[src/rtl/conveng_pkg.sv]
// Shared types and constants for the conveng front end.
// RF_ROWS matches the register-file depth of conveng.
package conveng_pkg;

   localparam int PIX_W     = 8;
   localparam int ROW_PIX   = 22;
   localparam int ROW_W     = 180;
   localparam int COL_STEPS = 18;
   localparam int RF_ROWS   = 16;

   localparam logic [3:0] FLAG_NIBBLE = 4'hF;

   typedef logic [ROW_W-1:0] row_word_t;

   typedef enum logic [1:0] {
      FILL,
      SCAN,
      WAIT_ROW
   } feed_state_t;

endpackage

[src/rtl/conv_row_feeder_row_packer.sv]
// Packs accepted pixels into a row word and holds at most one finished row
// until the sequencer is ready to take it.
module row_packer
  import conveng_pkg::*;
(
  input  logic             clk,
  input  logic             reset,
  input  logic [PIX_W-1:0] pix,
  input  logic             pix_valid,
  input  logic             frame_start,
  input  logic             emit_ok,
  output logic             pix_ready,
  output logic             take,
  output logic             new_frame,
  output row_word_t        row_word
);

  localparam int PACK_W = ROW_PIX * PIX_W;

  logic [PACK_W-1:0] pack;
  logic [4:0]        pix_cnt;
  logic              pending;
  logic              alive;
  logic              accept;
  logic              last_pix;
  logic [7:0]        slot_lsb;

  // alive keeps ready low for the whole reset and the first cycle after it
  assign pix_ready = alive && !pending;
  assign accept    = pix_valid && pix_ready;
  assign new_frame = accept && frame_start;
  assign last_pix  = accept && !frame_start && (pix_cnt == 5'(ROW_PIX - 1));
  assign take      = emit_ok && (pending || last_pix);
  assign slot_lsb  = 8'(PACK_W - PIX_W) - {pix_cnt, 3'b000};

  // A row finishing on this very pixel bypasses the pack register
  assign row_word = pending ? {pack, FLAG_NIBBLE}
                            : {pack[PACK_W-1:PIX_W], pix, FLAG_NIBBLE};

  always_ff @(posedge clk or negedge reset) begin
    if (!reset) begin
      pack    <= '0;
      pix_cnt <= '0;
      pending <= 1'b0;
      alive   <= 1'b0;
    end else begin
      alive <= 1'b1;
      if (new_frame) begin
        pack[PACK_W-1 -: PIX_W] <= pix;
        pix_cnt                 <= 5'd1;
        pending                 <= 1'b0;
      end else if (accept) begin
        pack[slot_lsb +: PIX_W] <= pix;
        if (last_pix) begin
          pix_cnt <= '0;
          pending <= !take;
        end else begin
          pix_cnt <= pix_cnt + 5'd1;
        end
      end else if (take) begin
        pending <= 1'b0;
      end
    end
  end

endmodule

[src/rtl/conv_row_feeder.sv]
// Feeds conveng: fills its register file with RF_ROWS rows, then alternates
// one column sweep with one new row.
module conv_row_feeder
  import conveng_pkg::*;
(
  input  logic             clk,
  input  logic             reset,
  input  logic [PIX_W-1:0] pix_i,
  input  logic             pix_valid_i,
  output logic             pix_ready_o,
  input  logic             frame_start_i,
  output logic [179:0]     data,
  output logic             rowShift,
  output logic             colShift,
  output logic             scan_done_o
);

  localparam int RC_W = $clog2(RF_ROWS);
  localparam int CC_W = $clog2(COL_STEPS);

  feed_state_t     state, state_nx;
  logic [RC_W-1:0] row_cnt, row_cnt_nx;
  logic [CC_W-1:0] col_cnt, col_cnt_nx;
  logic            emit_ok;
  logic            take;
  logic            new_frame;
  row_word_t       row_word;

  row_packer u_packer (
    .clk         (clk),
    .reset       (reset),
    .pix         (pix_i),
    .pix_valid   (pix_valid_i),
    .frame_start (frame_start_i),
    .emit_ok     (emit_ok),
    .pix_ready   (pix_ready_o),
    .take        (take),
    .new_frame   (new_frame),
    .row_word    (row_word)
  );

  always_ff @(posedge clk or negedge reset) begin
    if (!reset) begin
      data     <= '0;
      rowShift <= 1'b0;
    end else begin
      rowShift <= take;
      if (take) begin
        data <= row_word;
      end
    end
  end

  always_ff @(posedge clk or negedge reset) begin
    if (!reset) begin
      state   <= FILL;
      row_cnt <= '0;
      col_cnt <= '0;
    end else begin
      state   <= state_nx;
      row_cnt <= row_cnt_nx;
      col_cnt <= col_cnt_nx;
    end
  end

  // Transitions key off the rowShift pulse itself, so a sweep always begins
  // the cycle after the row that triggered it. The last sweep cycle may hand
  // over a held row so its rowShift lands in the first WAIT_ROW cycle.
  always_comb begin
    state_nx    = state;
    row_cnt_nx  = row_cnt;
    col_cnt_nx  = col_cnt;
    emit_ok     = 1'b0;
    colShift    = 1'b0;
    scan_done_o = 1'b0;
    case (state)
      FILL: begin
        emit_ok = !rowShift;
        if (rowShift) begin
          if (row_cnt == RC_W'(RF_ROWS - 1)) begin
            row_cnt_nx = '0;
            state_nx   = SCAN;
          end else begin
            row_cnt_nx = row_cnt + 1'b1;
          end
        end
      end
      SCAN: begin
        colShift = 1'b1;
        if (col_cnt == CC_W'(COL_STEPS - 1)) begin
          scan_done_o = 1'b1;
          emit_ok     = 1'b1;
          col_cnt_nx  = '0;
          state_nx    = WAIT_ROW;
        end else begin
          col_cnt_nx = col_cnt + 1'b1;
        end
      end
      WAIT_ROW: begin
        emit_ok = !rowShift;
        if (rowShift) begin
          state_nx = SCAN;
        end
      end
      default: state_nx = FILL;
    endcase
    if (new_frame) begin
      state_nx   = FILL;
      row_cnt_nx = '0;
      col_cnt_nx = '0;
    end
  end

endmodule

[config.mk]
export PLATFORM = sky130hd
export DESIGN_NAME = conv_row_feeder
export DESIGN_NICKNAME = d
export VERILOG_FILES = /design/src/rtl/conveng_pkg.sv /design/src/rtl/conv_row_feeder_row_packer.sv /design/src/rtl/conv_row_feeder.sv
export SDC_FILE = /design/constraint.sdc
export NUM_CORES = 1
export LEC_CHECK = 0
export BUFFER_PORTS_ARGS = -buffer_cell sky130_fd_sc_hd__buf_2
export CELL_PAD_IN_SITES_DETAIL_PLACEMENT = 1
export CELL_PAD_IN_SITES_GLOBAL_PLACEMENT = 2
export CORE_ASPECT_RATIO = 0.9
export CORE_MARGIN = 3
export CORE_UTILIZATION = 42
export CTS_BUF_LIST = sky130_fd_sc_hd__clkbuf_2
export CTS_CLUSTER_DIAMETER = 100
export DETAILED_ROUTE_END_ITERATION = 16
export GPL_TIMING_DRIVEN = 0
export PLACE_DENSITY = 0.81
export SKIP_CTS_REPAIR_TIMING = 1
export SYNTH_ARGS = -nofsm -noshare
export SYNTH_HDL_FRONTEND = slang
export SYNTH_SLANG_ARGS = --single-unit
[constraint.sdc]
create_clock -name clk -period 2.8 [get_ports clk]
set_clock_uncertainty 0.05 [all_clocks]
set_input_delay 0.56 -clock clk [delete_from_list [all_inputs] [get_ports clk]]
set_output_delay 0.56 -clock clk [all_outputs]
set_load 0.005 [all_outputs]
Yosys cells after proc, flatten, opt, wreduce, memory -nomap -nowiden
Index checks and enable logic that the tools add are counted.
W data, S select, Z words.
Word-level totals
  register bits after elaboration: 375
  input port bits: 12
  output and inout port bits: 184
  word-level logic and storage cells: 78
Operators by class
  add/sub/neg operators: 5
  eq/ne operators: 10
  shift operators: 2
  mux-type cells: 28
  bitwise operators: 1
  reductions and logical operators: 22
Operators by type and width (count)
  $bwmux W176: 1
  $mux W176: 1
  $shift A8 B10 Y176 const A: 1
  $shiftx A8 B10 Y176: 1
  $mux W5: 6
  $mux W4: 4
  $ne A3 B3 Y1 const B: 5
  $mux W12: 1
  $add A5 B1 Y5 const B: 2
  $eq A5 B5 Y1 const B: 2
  $mux W2: 5
  $neg A8 Y10: 1
  $mux W8: 1
  $reduce_bool A2 Y1: 4
  $sub A8 B8 Y8 const A: 1
  $mux W1: 7
  $logic_and A1 B1 Y1: 6
  $pmux W2 S3: 1
  $reduce_and A2 Y1: 3
  $add A4 B1 Y4 const B: 1
  $eq A4 B4 Y1 const B: 1
  $logic_not A1 Y1: 4
  $reduce_and A4 Y1: 1
  $reduce_bool A3 Y1: 1
  7 further kinds: 7

Depth between registers and ports, before layout
  word-level depth: 11
  mapped depth: 9
  mapped depth without buffers: 7

By module
From an unflattened synthesis, not the netlist that was laid out.
Second synthesis, totals
  cell total of the unflattened synthesis: 1190
  area, all modules: 16489.6 sq um
Modules (own cells, without submodules)
  row_packer: times used 1, cells each 746, area each 9200.1 sq um
  conv_row_feeder: times used 1, cells each 444, area each 7289.5 sq um

Worst setup path before layout
Ideal clock, no wire load.
  kind: reg2reg
  start point: register u_packer.pix_cnt[1]
  end point: register u_packer.pack[40]
  setup time: 0.125 ns
  arrival time: 2.426 ns
  data required time: 2.625 ns
  setup slack: 0.199 ns
  stages on the path, launching flop included: 10
  period minus slack after synthesis: 2.601 ns
  cell sequence: dfrtp_1 > inv_1 > ha_1 > nor2b_1 > and2_4 > buf_12 > a21oi_2 > buf_4 > nor3_4 > mux2_2
Between the ends
  longest elaborated chain between the ends: 4
  elaborated cells on any way between the ends: 5
  classes of those cells: 2 x add/sub; 2 x shift; 1 x mux
RTL lines
  start, declared: RTL line conv_row_feeder_row_packer.sv:21  | logic [4:0] pix_cnt;
  start signal, assigned: RTL line conv_row_feeder_row_packer.sv:58  | pix_cnt <= pix_cnt + 5'd1;
  $sub A8 B8 Y8 (*): RTL line conv_row_feeder_row_packer.sv:34  | assign slot_lsb = 8'(PACK_W - PIX_W) - {pix_cnt, 3'b000};
  $neg A8 Y10 (*): RTL line conv_row_feeder_row_packer.sv:53  | pack[slot_lsb +: PIX_W] <= pix;
  $shiftx A8 B10 Y176 / $shift A8 B10 Y176 (equally long branches): RTL line conv_row_feeder_row_packer.sv:53
  $bwmux W176 (*): RTL line conv_row_feeder_row_packer.sv:53
  end signal, assigned by index: RTL line conv_row_feeder_row_packer.sv:49  | pack[PACK_W-1 -: PIX_W] <= pix;
  end signal, assigned by index: RTL line conv_row_feeder_row_packer.sv:53
  end, declared: RTL line conv_row_feeder_row_packer.sv:20  | logic [PACK_W-1:0] pack;
Mark *: on every way between the ends. The rest lies on a longest branch, timed or not.
A chain may end at the register's enable or synchronous reset.

Worst setup path in the final report
  start point: register col_cnt[1]
  end point: output scan_done_o
Between the ends
  longest elaborated chain between the ends: 3
RTL lines
  start, declared: RTL line conv_row_feeder.sv:23  | logic [CC_W-1:0] col_cnt, col_cnt_nx;
  start signal, assigned: RTL line conv_row_feeder.sv:62  | col_cnt <= col_cnt_nx;
  $eq A5 B5 Y1: RTL line conv_row_feeder.sv:90  | if (col_cnt == CC_W'(COL_STEPS - 1)) begin
  $mux W1: RTL line conv_row_feeder.sv:90
  $mux W1: RTL line conv_row_feeder.sv:76  | case (state)
  end, declared: RTL line conv_row_feeder.sv:15  | output logic scan_done_o
Every way passes these cells.

==> results.toml <==
[status]
run_status = "finished with violations"
violations = "negative setup slack"

[logic_synthesis]
synth-edff-count = 0
yosysTopAreaCell = "dfrtp_1"
ys_types = 62
yosysWarningCount = 0
synth.top_cell.area_share_pct = 60.8
ys_ff_latch = 372
syn-instance-count = 1058
synth_area_um2 = 15300
synthTopCellsByCount = "dfrtp_1 (372), mux2_2 (212), mux2_1 (103), o21ai_0 (69), nand2_1 (48)"
synth.avg_cell_area_um2 = 14.5
yosysSeqAreaShare_pct = 60.8
ys_async_sr_fraction_pct = 100
yosysMostFrequentCell = "dfrtp_1"
synthTopCellsByArea = "dfrtp_1 (61%), mux2_2 (16%), mux2_1 (7.6%)"
synth_ff_type = "dfrtp_1"
synthesis.nets = 1081

[floorplan]
die_area_um2 = 38800
fp-row-count = 65
die_x_um = 207
ioPinCount = 196
core_um2 = 35500
dieHeight_um = 187
initial_core_util_pct = 43.2

[place]
io_buffer_count = 194
place.gp.congestion = 0.806
dp_hpwl_um = 27700
placed_cell_area_um2 = 17000

[routing]
drc = 0
first_iter_violations = 354
viasPerCell = 5.17
num_vias = 9864
drt_pre_antenna_iters = 4
wire_per_inst_um = 21.2
drtAntennaViolNets = 0
wl_um = 40300

[worst_setup_path]
r2r-start = "u_packer.pix_cnt[1]"
critPathKind = "reg -> out"
timing.rr.end = "u_packer.pack[97]"
reg2reg_depth = 7
worst-path-max-fanout = 4
crit_arrival_ns = 2.24
end_kind = "output port"
reg2reg_slack_ns = 0.10
cp.required_ns = 2.19
critPathLaunchType = "register"

[finish]
design_area_um2 = 18300
syn_to_final_growth_pct = 19.7
nets = 1402
drive_gt1_share_pct = 46.3

[pwr]
p_total_mw = 11.0
power_density_nw_per_um2 = 601
irDropWorstVdd_v = 0.000276
p_leak_nw = 9.85

[cts]
htreeDepth = 3
cts_made_buffers = 95
clk_latency_ns = 0.92
root_buffer = "clkbuf_2"
clkTransAtPathRegs_ns = 0.10
cts.sinks = 372
cts_tree = "done"
clockBufferDepth = 3

[min_path]
hold_path.class = "in -> reg"
min_from = "pix_i[0]"
hold_path_end = "u_packer.pack[112]"
min_path_cells = 3

[sta]
clock.fmax_ghz = 0.351
worst_slew_pin_slew_ns = 0.934
fin_crit_ns = 2.85
rsz0062_at_grt = "true"
layout_setup_ws_ns = -0.0477
hold_viol_final = 0
holdWs_ns = 0.113
setup-violations-final = 1
fin_crit_sh_pct = 102
maxSlewHeadroom_pct = 36.7
slew_violations = 0

[global_routing]
grt_max_degree = 121
grt_pass1_vias = 11000
grt_overflow = 0
grt_pass1_wl_um = 63400
antenna_found_initial = 3
track_usage_pct = 20.7

[job]
maxCapViolations = 0
metal layers:
| metal | global-route usage [%] | routed length [um] | up-vias |
|---|---|---|---|
| li1 | - | - | 4433 |
| met4 | 6.32 | 792 | 0 |
| met5 | 0 | 0 | - |
| met3 | 4.83 | 2110 | 56 |
| met2 | 33.5 | 18900 | 249 |
| met1 | 28.0 | 18500 | 5126 |
cell families after synthesis:
family | Yosys count | share of synthesized area [%]
buf+inv | 65 | 2.46
fa+ha+maj | 11 | 0.899
flops | 372 | 60.8
other cells | 1 | 0.0245
compound gates | 115 | 4.83
simple gates | 158 | 5.84
mux | 323 | 23.7
xor+xnor | 13 | 1.38
layout by cell type, fill, tap and decap left out, drive strengths merged, types with 2 or more instances in the layout:
master       synthesis  final
dfrtp              372    372
mux2               316    316
buf                 32    251
clkbuf              24    155
o21ai               70     70
nand2               49     49
and2                26     26
o31ai               24     24
nor2                21     21
clkinv               0     16
and3                13     13
nand3               11     11
inv                  9     11
ha                  11     11
a21oi               10     10
nor2b                8      8
nor3                 8      8
mux2i                7      7
dlygate4sd3          0      7
xnor2                7      7
xor2                 6      6
nand4                4      4
nor3b                4      4
bufinv               0      3
or3                  3      3
or2                  2      2
nand3b               2      2
a41oi                2      2
final cells by class:
| type | instances | area (um^2) |
|---|---|---|
| antenna | 1 | 2.50 |
| sequential | 372 | 9310 |
| clock buffer | 133 | 666 |
| multi-input combinational | 621 | 5820 |
| tap | 469 | 587 |
| inverter | 9 | 33.8 |
| buffer | 54 | 342 |
| timing repair buffer | 226 | 1380 |
| fill | 3705 | 17100 |
| clock inverter | 22 | 175 |
per-stage QoR:
step	util, %	setup TNS [ns]	cells	setup slack (ns)
after floorplan	-	0	1058	0.199
after global placement	47.6	-2327.58	1721	-6.14
after detailed placement	47.8	-63.86	1724	-0.709
after CTS	50.2	-70.53	1879	-0.743
after global routing	51.7	-0.218	1907	-0.204
final	51.7	-0.0477	1907	-0.0477
critical path, stage by stage, from the launching register on:
cell	delay [ns]
dfrtp_1	0.42
inv_1	0.07
ha_2	0.16
nand2_2	0.05
or4b_4	0.50
inv_2	0.07
buf_6	0.09
worst max-delay path by stage:
stage | from | end | slack [ns] | depth (start not counted)
finish | col_cnt[1] | scan_done_o | -0.05 | 6
global route | col_cnt[1] | scan_done_o | -0.20 | 6
CTS | u_packer.pix_cnt[0] | u_packer.pack[75] | -0.74 | 8
detailed placement | u_packer.pix_cnt[0] | u_packer.pack[75] | -0.71 | 8
global placement | reset | data[3] | -6.14 | 1
floorplan | u_packer.pix_cnt[1] | u_packer.pack[40] | 0.20 | 9
flip-flops by register name, summed over array words and instances (netlist names):
| register | count |
|---|---|
| u_packer.alive | 1 |
| rowShift | 1 |
| data | 177 |
| u_packer.pack | 176 |
| row_cnt | 4 |
| col_cnt | 5 |
| u_packer.pix_cnt | 5 |
| state | 2 |
| u_packer.pending | 1 |
power by group:
part	total, mW	internal (mW)	switching, mW
Clock	3.72	1.54	2.17
Sequential	5.81	5.64	0.168
Combinational	1.48	0.563	0.917
Power figures use the tool's default switching activity.
